<file path="config.mk">
export PLATFORM = sky130hd
export DESIGN_NAME = unified_mem_arbiter
export DESIGN_NICKNAME = d
export VERILOG_FILES = /design/src/rtl/arm_mem_pkg.sv /design/src/rtl/unified_mem_arbiter.sv
export SDC_FILE = /design/constraint.sdc
export NUM_CORES = 1
export LEC_CHECK = 0
export CAP_MARGIN = 20
export CORE_UTILIZATION = 42
export CTS_CLUSTER_DIAMETER = 80
export DETAILED_ROUTE_END_ITERATION = 8
export PLACE_DENSITY = 0.87
export SYNTH_ARGS = -nofsm -noshare
export SYNTH_HDL_FRONTEND = slang
export SYNTH_SLANG_ARGS = --single-unit
</file>
<file path="constraint.sdc">
create_clock -name clk -period 3 [get_ports clk]
set_input_delay 0.6 -clock clk [delete_from_list [all_inputs] [get_ports clk]]
set_output_delay 0.6 -clock clk [all_outputs]
set_load 0.01 [all_outputs]
</file>
<file path="src/rtl/arm_mem_pkg.sv">
// ============================================================================
// arm_mem_pkg : shared types for the unified IF/DM memory arbiter
// Rev 1.0
// ============================================================================
`default_nettype none

package arm_mem_pkg;

    localparam int MEM_LAT_DEFAULT = 2;

    typedef enum logic [1:0] {
        IDLE = 2'd0,
        CMD  = 2'd1,
        WAIT = 2'd2,
        RESP = 2'd3
    } mem_arb_state_t;

    typedef enum logic [0:0] {
        OWN_IF = 1'b0,
        OWN_DM = 1'b1
    } mem_owner_t;

endpackage

`default_nettype wire

</file>
<file path="src/rtl/unified_mem_arbiter.sv">
// ============================================================================
// unified_mem_arbiter : single-port memory arbiter, DM priority over IF,
// fixed CMD/WAIT/RESP access sequence. Optional MEM_ARB_STARVE_GUARD_EN.
// Rev 1.0
// ============================================================================
`default_nettype none

module unified_mem_arbiter
    import arm_mem_pkg::*;
#(
    parameter int ADDR_W     = 32,
    parameter int DATA_W     = 32,
    parameter int MEM_LAT    = MEM_LAT_DEFAULT,
    parameter int STARVE_MAX = 4
) (
    input  logic              clk,
    input  logic              rst,
    input  logic              if_req,
    input  logic [ADDR_W-1:0] if_addr,
    output logic [DATA_W-1:0] if_rdata,
    output logic              if_ready,
    input  logic              dm_req,
    input  logic              dm_we,
    input  logic [ADDR_W-1:0] dm_addr,
    input  logic [DATA_W-1:0] dm_wdata,
    output logic [DATA_W-1:0] dm_rdata,
    output logic              dm_ready,
    output logic              mem_en,
    output logic              mem_we,
    output logic [ADDR_W-1:0] mem_addr,
    output logic [DATA_W-1:0] mem_wdata,
    input  logic [DATA_W-1:0] mem_rdata,
    output logic              busy
);

    localparam int              CNT_W    = $clog2(MEM_LAT + 1);
    localparam logic [CNT_W-1:0] LAT_LAST = CNT_W'(MEM_LAT - 1);

    mem_arb_state_t    state_q, state_d;
    mem_owner_t        owner_q, owner_d;
    logic [CNT_W-1:0]  cnt_q, cnt_d;
    logic [ADDR_W-1:0] addr_q, addr_d;
    logic [DATA_W-1:0] wdata_q, wdata_d;
    logic [DATA_W-1:0] rdata_q, rdata_d;
    logic              we_q, we_d;
    logic              en_q, en_d;
    logic              grant_dm;

`ifdef MEM_ARB_STARVE_GUARD_EN
    localparam int SW = $clog2(STARVE_MAX + 1);

    logic [SW-1:0] starve_q, starve_d;
    logic          starved;

    assign starved  = (starve_q == SW'(STARVE_MAX));
    assign grant_dm = dm_req && !(if_req && starved);

    // Counts DM grants that bypassed a waiting IF; only IDLE cycles update it.
    always_comb begin
        starve_d = starve_q;
        if (state_q == IDLE) begin
            if (!if_req) begin
                starve_d = '0;
            end else if (grant_dm) begin
                starve_d = starved ? starve_q : starve_q + SW'(1);
            end else begin
                starve_d = '0;
            end
        end
    end

    always_ff @(posedge clk) begin
        if (rst) starve_q <= '0;
        else     starve_q <= starve_d;
    end
`else
    assign grant_dm = dm_req;
`endif

    always_comb begin
        state_d = state_q;
        owner_d = owner_q;
        cnt_d   = cnt_q;
        addr_d  = addr_q;
        wdata_d = wdata_q;
        we_d    = we_q;
        rdata_d = rdata_q;
        en_d    = 1'b0;
        case (state_q)
            IDLE: begin
                if (if_req || dm_req) begin
                    state_d = CMD;
                    en_d    = 1'b1;
                    cnt_d   = '0;
                    if (grant_dm) begin
                        owner_d = OWN_DM;
                        addr_d  = dm_addr;
                        wdata_d = dm_wdata;
                        we_d    = dm_we;
                    end else begin
                        owner_d = OWN_IF;
                        addr_d  = if_addr;
                        wdata_d = '0;
                        we_d    = 1'b0;
                    end
                end
            end
            CMD:  state_d = WAIT;
            WAIT: begin
                // The last WAIT cycle is the one where the macro presents data.
                if (cnt_q == LAT_LAST) begin
                    state_d = RESP;
                    rdata_d = mem_rdata;
                end else begin
                    cnt_d = cnt_q + CNT_W'(1);
                end
            end
            RESP:    state_d = IDLE;
            default: state_d = IDLE;
        endcase
    end

    always_ff @(posedge clk) begin
        if (rst) begin
            state_q <= IDLE;
            owner_q <= OWN_IF;
            cnt_q   <= '0;
            addr_q  <= '0;
            wdata_q <= '0;
            we_q    <= 1'b0;
            rdata_q <= '0;
            en_q    <= 1'b0;
        end else begin
            state_q <= state_d;
            owner_q <= owner_d;
            cnt_q   <= cnt_d;
            addr_q  <= addr_d;
            wdata_q <= wdata_d;
            we_q    <= we_d;
            rdata_q <= rdata_d;
            en_q    <= en_d;
        end
    end

    assign mem_en    = en_q;
    assign mem_we    = en_q & we_q;
    assign mem_addr  = addr_q;
    assign mem_wdata = wdata_q;
    assign busy      = (state_q != IDLE);

    assign if_ready  = (state_q == RESP) && (owner_q == OWN_IF);
    assign dm_ready  = (state_q == RESP) && (owner_q == OWN_DM);
    assign if_rdata  = if_ready ? rdata_q : '0;
    assign dm_rdata  = (dm_ready && !we_q) ? rdata_q : '0;

endmodule

`default_nettype wire

</file>
==> impl_metrics.tcl, run 1 <==
set metrics [dict create \
    layout.filler_cells 824 \
    cts.repair_timing.setup_buffer_count 0 \
    worst_hold_path_type "reg2reg" \
    asyncSetResetFlopFracSynth_pct 0 \
    mappedNetlistNets 681 \
    setup_viol 0 \
    ant_nets 0 \
    synthDistinctLibCells 26 \
    cts_sinks 103 \
    floorplan.die_area_um2 11600 \
    fin_area_um2 7530 \
    worst_hold_path.endpoint "mem_wdata[19]$_SDFFE_PP0P_" \
    proportion_of_netlist_area_held_by_the_largest_area_contributor_pct 43.8 \
    wire_per_inst_um 15.4 \
    power.ir.vdd_worst_uv 406 \
    reg2reg_to "mem_addr[20]$_SDFFE_PP0P_" \
    timing.critical_path.slowest_stage_cell "clkdlybuf4s50_1" \
    synth_flop_cell "dfxtp_1" \
    detail_route.first_pass.iterations 4 \
    place.gp.congestion 0.794 \
    vias 4702 \
    totalWireLength_mm 14.3 \
    root_buffer "clkbuf_8" \
    initial_cell_density_of_the_core_pct 43.3 \
    timing.critical_path.arrival_ns 2.20 \
    power_uw 4640 \
    setup_repair_after_global_routing_missed_its_margin "no" \
    path_depth_of_the_worst_reg2reg_path 7 \
    fmaxAchievable_ghz 0.357 \
    yosys.area.top_type "dfxtp_1" \
    num_antenna_cells 0 \
    worst_setup_hold_path_clk_slew_ns 0.10 \
    crit_path_end_kind "output pin" \
    critical_path_buf_inv_count 2 \
    tritoncts.num_buffers 9 \
    ys_top_cells_by_area "dfxtp_1 44%, and2_1 8.9%, a211oi_2 8.5%, nand2_1 8.1%, a21oi_1 7.1%" \
    tritoncts "yes" \
    cts_resized 0 \
    p_sw_uw 1730 \
    count_leader_synth "dfxtp_1" \
    largest_clock_skew_in_the_final_design_ns 0.0131 \
    yosysWarningCount 0 \
    clockPowerShare_pct 17.7 \
    critPathKind "reg2out" \
    timing.critical_path.slowest_cell_delay_ns 0.54 \
    final_layout_size_suffix_gt1_share_pct 7.53 \
    switching_share_pct 37.2 \
    hold_violations 0 \
    cts.path.max_buffers 2 \
    crit_path_cell_trace "ha_1, and2_1, and2b_1, buf_4, and2_1, clkdlybuf4s50_1" \
    detailedPlacementHpwl_mm 10.6 \
    worstReg2RegStart "state_q[0]$_SDFFE_PP0P_" \
    worst-slew-pin-transition_ns 1.05 \
    period_minus_slack_ns 2.80 \
    min_delay_path_depth 2 \
    max-cap-violations 0 \
    cpMostUsedCell "and2_1" \
    critical-path-top-delay-family "buffers and inverters" \
    htreeDepth 3 \
    holdCritStartpoint "mem_wdata[19]$_SDFFE_PP0P_" \
    initial_antenna_violation_count 0 \
    track_usage_pct 24.0 \
    remaining_max_slew_budget_at_the_tightest_pin_pct 29.5 \
    clock_latency_ns 0.37 \
    share_seq_of_total_power_pct 38.4 \
    die_height_um 108 \
    critPathLaunchType "flip-flop" \
    remaining_drc_errors 0 \
    synth_edf_count 0 \
    synth_commonest_cells "103 x dfxtp_1, 102 x nand2_1, 67 x a21oi_1, 67 x and2_1, 34 x nor2_1" \
    synth_area_um2 4710 \
    die_width_um 108 \
    placement.cell_area_um2 7350 \
    run_status "finished clean" \
    iteration_0_drc_markers 237 \
    synth-seq-area-share_pct 43.8 \
    drt-vias-per-instance 5.09 \
    grt_pass1_wl_mm 21.7 \
    rrSetupSlack_ns 1.01 \
    synthesis.instances 542 \
    nets 918 \
    ctsHoldBuffers 0 \
    cp_data_required_time_ns 2.40 \
    p_leak_uw 0.00276 \
    number_of_max_slew_violations_in_the_final_report 0 \
    finalSetupTns_ns 0 \
    placeableCoreArea_um2 10900 \
    grt_overflow_total 0 \
    synth-seq-cells 103 \
    number_of_global_route_vias_before_repair 4577 \
    p_int_uw 2910 \
    timing.hold.ws_ns 0.464 \
    syn_to_final_growth_pct 59.8 \
    io_pins 266 \
    critPathMaxFanout 32 \
    power-per-cell-area_nw_per_um2 616 \
    power_frac_comb_pct 43.9 \
    largest_net_degree_at_the_start_of_global_routing 65 \
    buffer_ports.inserted 265 \
    placementRows 38 \
    post_synth.cell_area_avg_um2 8.69 \
    min_period_over_period_pct 93.4 \
]
## registers in the layout (all words and copies together), names as in the netlist
register / cells
mem_addr: 32
mem_wdata: 32
rdata_q: 32
cnt_q: 2
state_q: 2
mem_en: 1
owner_q: 1
we_q: 1
## worst register-to-register path, stage by stage, from the launching register on
cell      delay, ns
dfxtp_1        0.34
inv_1          0.13
ha_1           0.19
buf_4          0.38
o21a_2         0.24
buf_12         0.30
nor2_1         0.11
a211oi_2       0.22
## power by group through the flow
stage	clock (uW)	combinational [uW]	sequential, uW
5_1_grt	908	2210	1810
2_1_floorplan	0	1140	1900
6_report	819	2040	1780
3_5_place_dp	0	2040	1810
4_1_cts	843	2050	1780
3_3_place_gp	0	1950	1790
## final cells by class
class	instances	area, um^2	area share [%]
well taps	140	175	2.33
inverters	6	22.5	0.299
flip-flops and latches	103	2060	27.4
repair buffers	272	2740	36.3
clock buffers	10	128	1.70
clock inverters	6	52.6	0.698
multi-input cells	387	2350	31.3
## through the flow
step / util, % / std cells / worst slack, ns
after floorplan: - / 542 / 1.13
after global placement: 67.5 / 908 / 0.693
after detailed placement: 67.5 / 908 / 0.598
after CTS: 69.1 / 924 / 0.185
after global routing: 69.1 / 924 / 0.0519
final: 69.1 / 924 / 0.199
## cell families (layout without fill, tap and decap cells)
family / Yosys count / after routing / synth area share, %
flops: 103 / 103 / 43.8
simple gates: 242 / 242 / 24.2
buf+inv: 52 / 294 / 6.29
mux: 33 / 33 / 7.01
compound gates: 106 / 106 / 17.1
fa+ha+maj: 6 / 6 / 1.59
## worst max path at each step
stage / start / end / slack (ns) / cells after the start
floorplan: state_q[1]$_SDFFE_PP0P_ / dm_rdata[10] / 1.13 / 5
global route: state_q[1]$_SDFFE_PP0P_ / dm_rdata[28] / 0.05 / 6
detailed placement: state_q[1]$_SDFFE_PP0P_ / dm_rdata[14] / 0.60 / 6
CTS: state_q[1]$_SDFFE_PP0P_ / dm_rdata[14] / 0.19 / 6
finish: state_q[1]$_SDFFE_PP0P_ / dm_rdata[14] / 0.20 / 6
global placement: state_q[1]$_SDFFE_PP0P_ / dm_rdata[8] / 0.69 / 6
## layout by cell type, fill, tap and decap left out, drive strengths merged, types with 2 or more instances in the layout
cell type | netlist | layout
o41ai | 2 | 2
nand3b | 2 | 2
mux2i | 33 | 33
nor2 | 34 | 34
a21oi | 67 | 67
inv | 6 | 9
clkdlybuf4s50 | 0 | 263
o311ai | 2 | 2
nand2 | 102 | 102
clkbuf | 17 | 10
a211oi | 32 | 32
dfxtp | 103 | 103
buf | 29 | 9
and2 | 67 | 67
nand3 | 33 | 33
ha | 6 | 6
clkinvlp | 0 | 2
## per-layer routing
metal	routed length, um	share of wire (%)	GRT usage [%]
met1	5420	38	25.6
met2	7290	51	43.5
met3	1140	8.0	6.96
met4	420	2.9	10.6
met5	0	0	0
(Power assumes the default switching activity.)
==> run 2, diff against run 1 <==
CTS_CLUSTER_DIAMETER = default   (was 80)
==> results of run 2 <==
Final layout, timing and power as in run 1 (identical DEF).
==> run 3, diff against run 2 <==
HOLD_SLACK_MARGIN = 0.1   (was default)
==> results of run 3 <==
Final layout, timing and power as in run 1 (identical DEF).
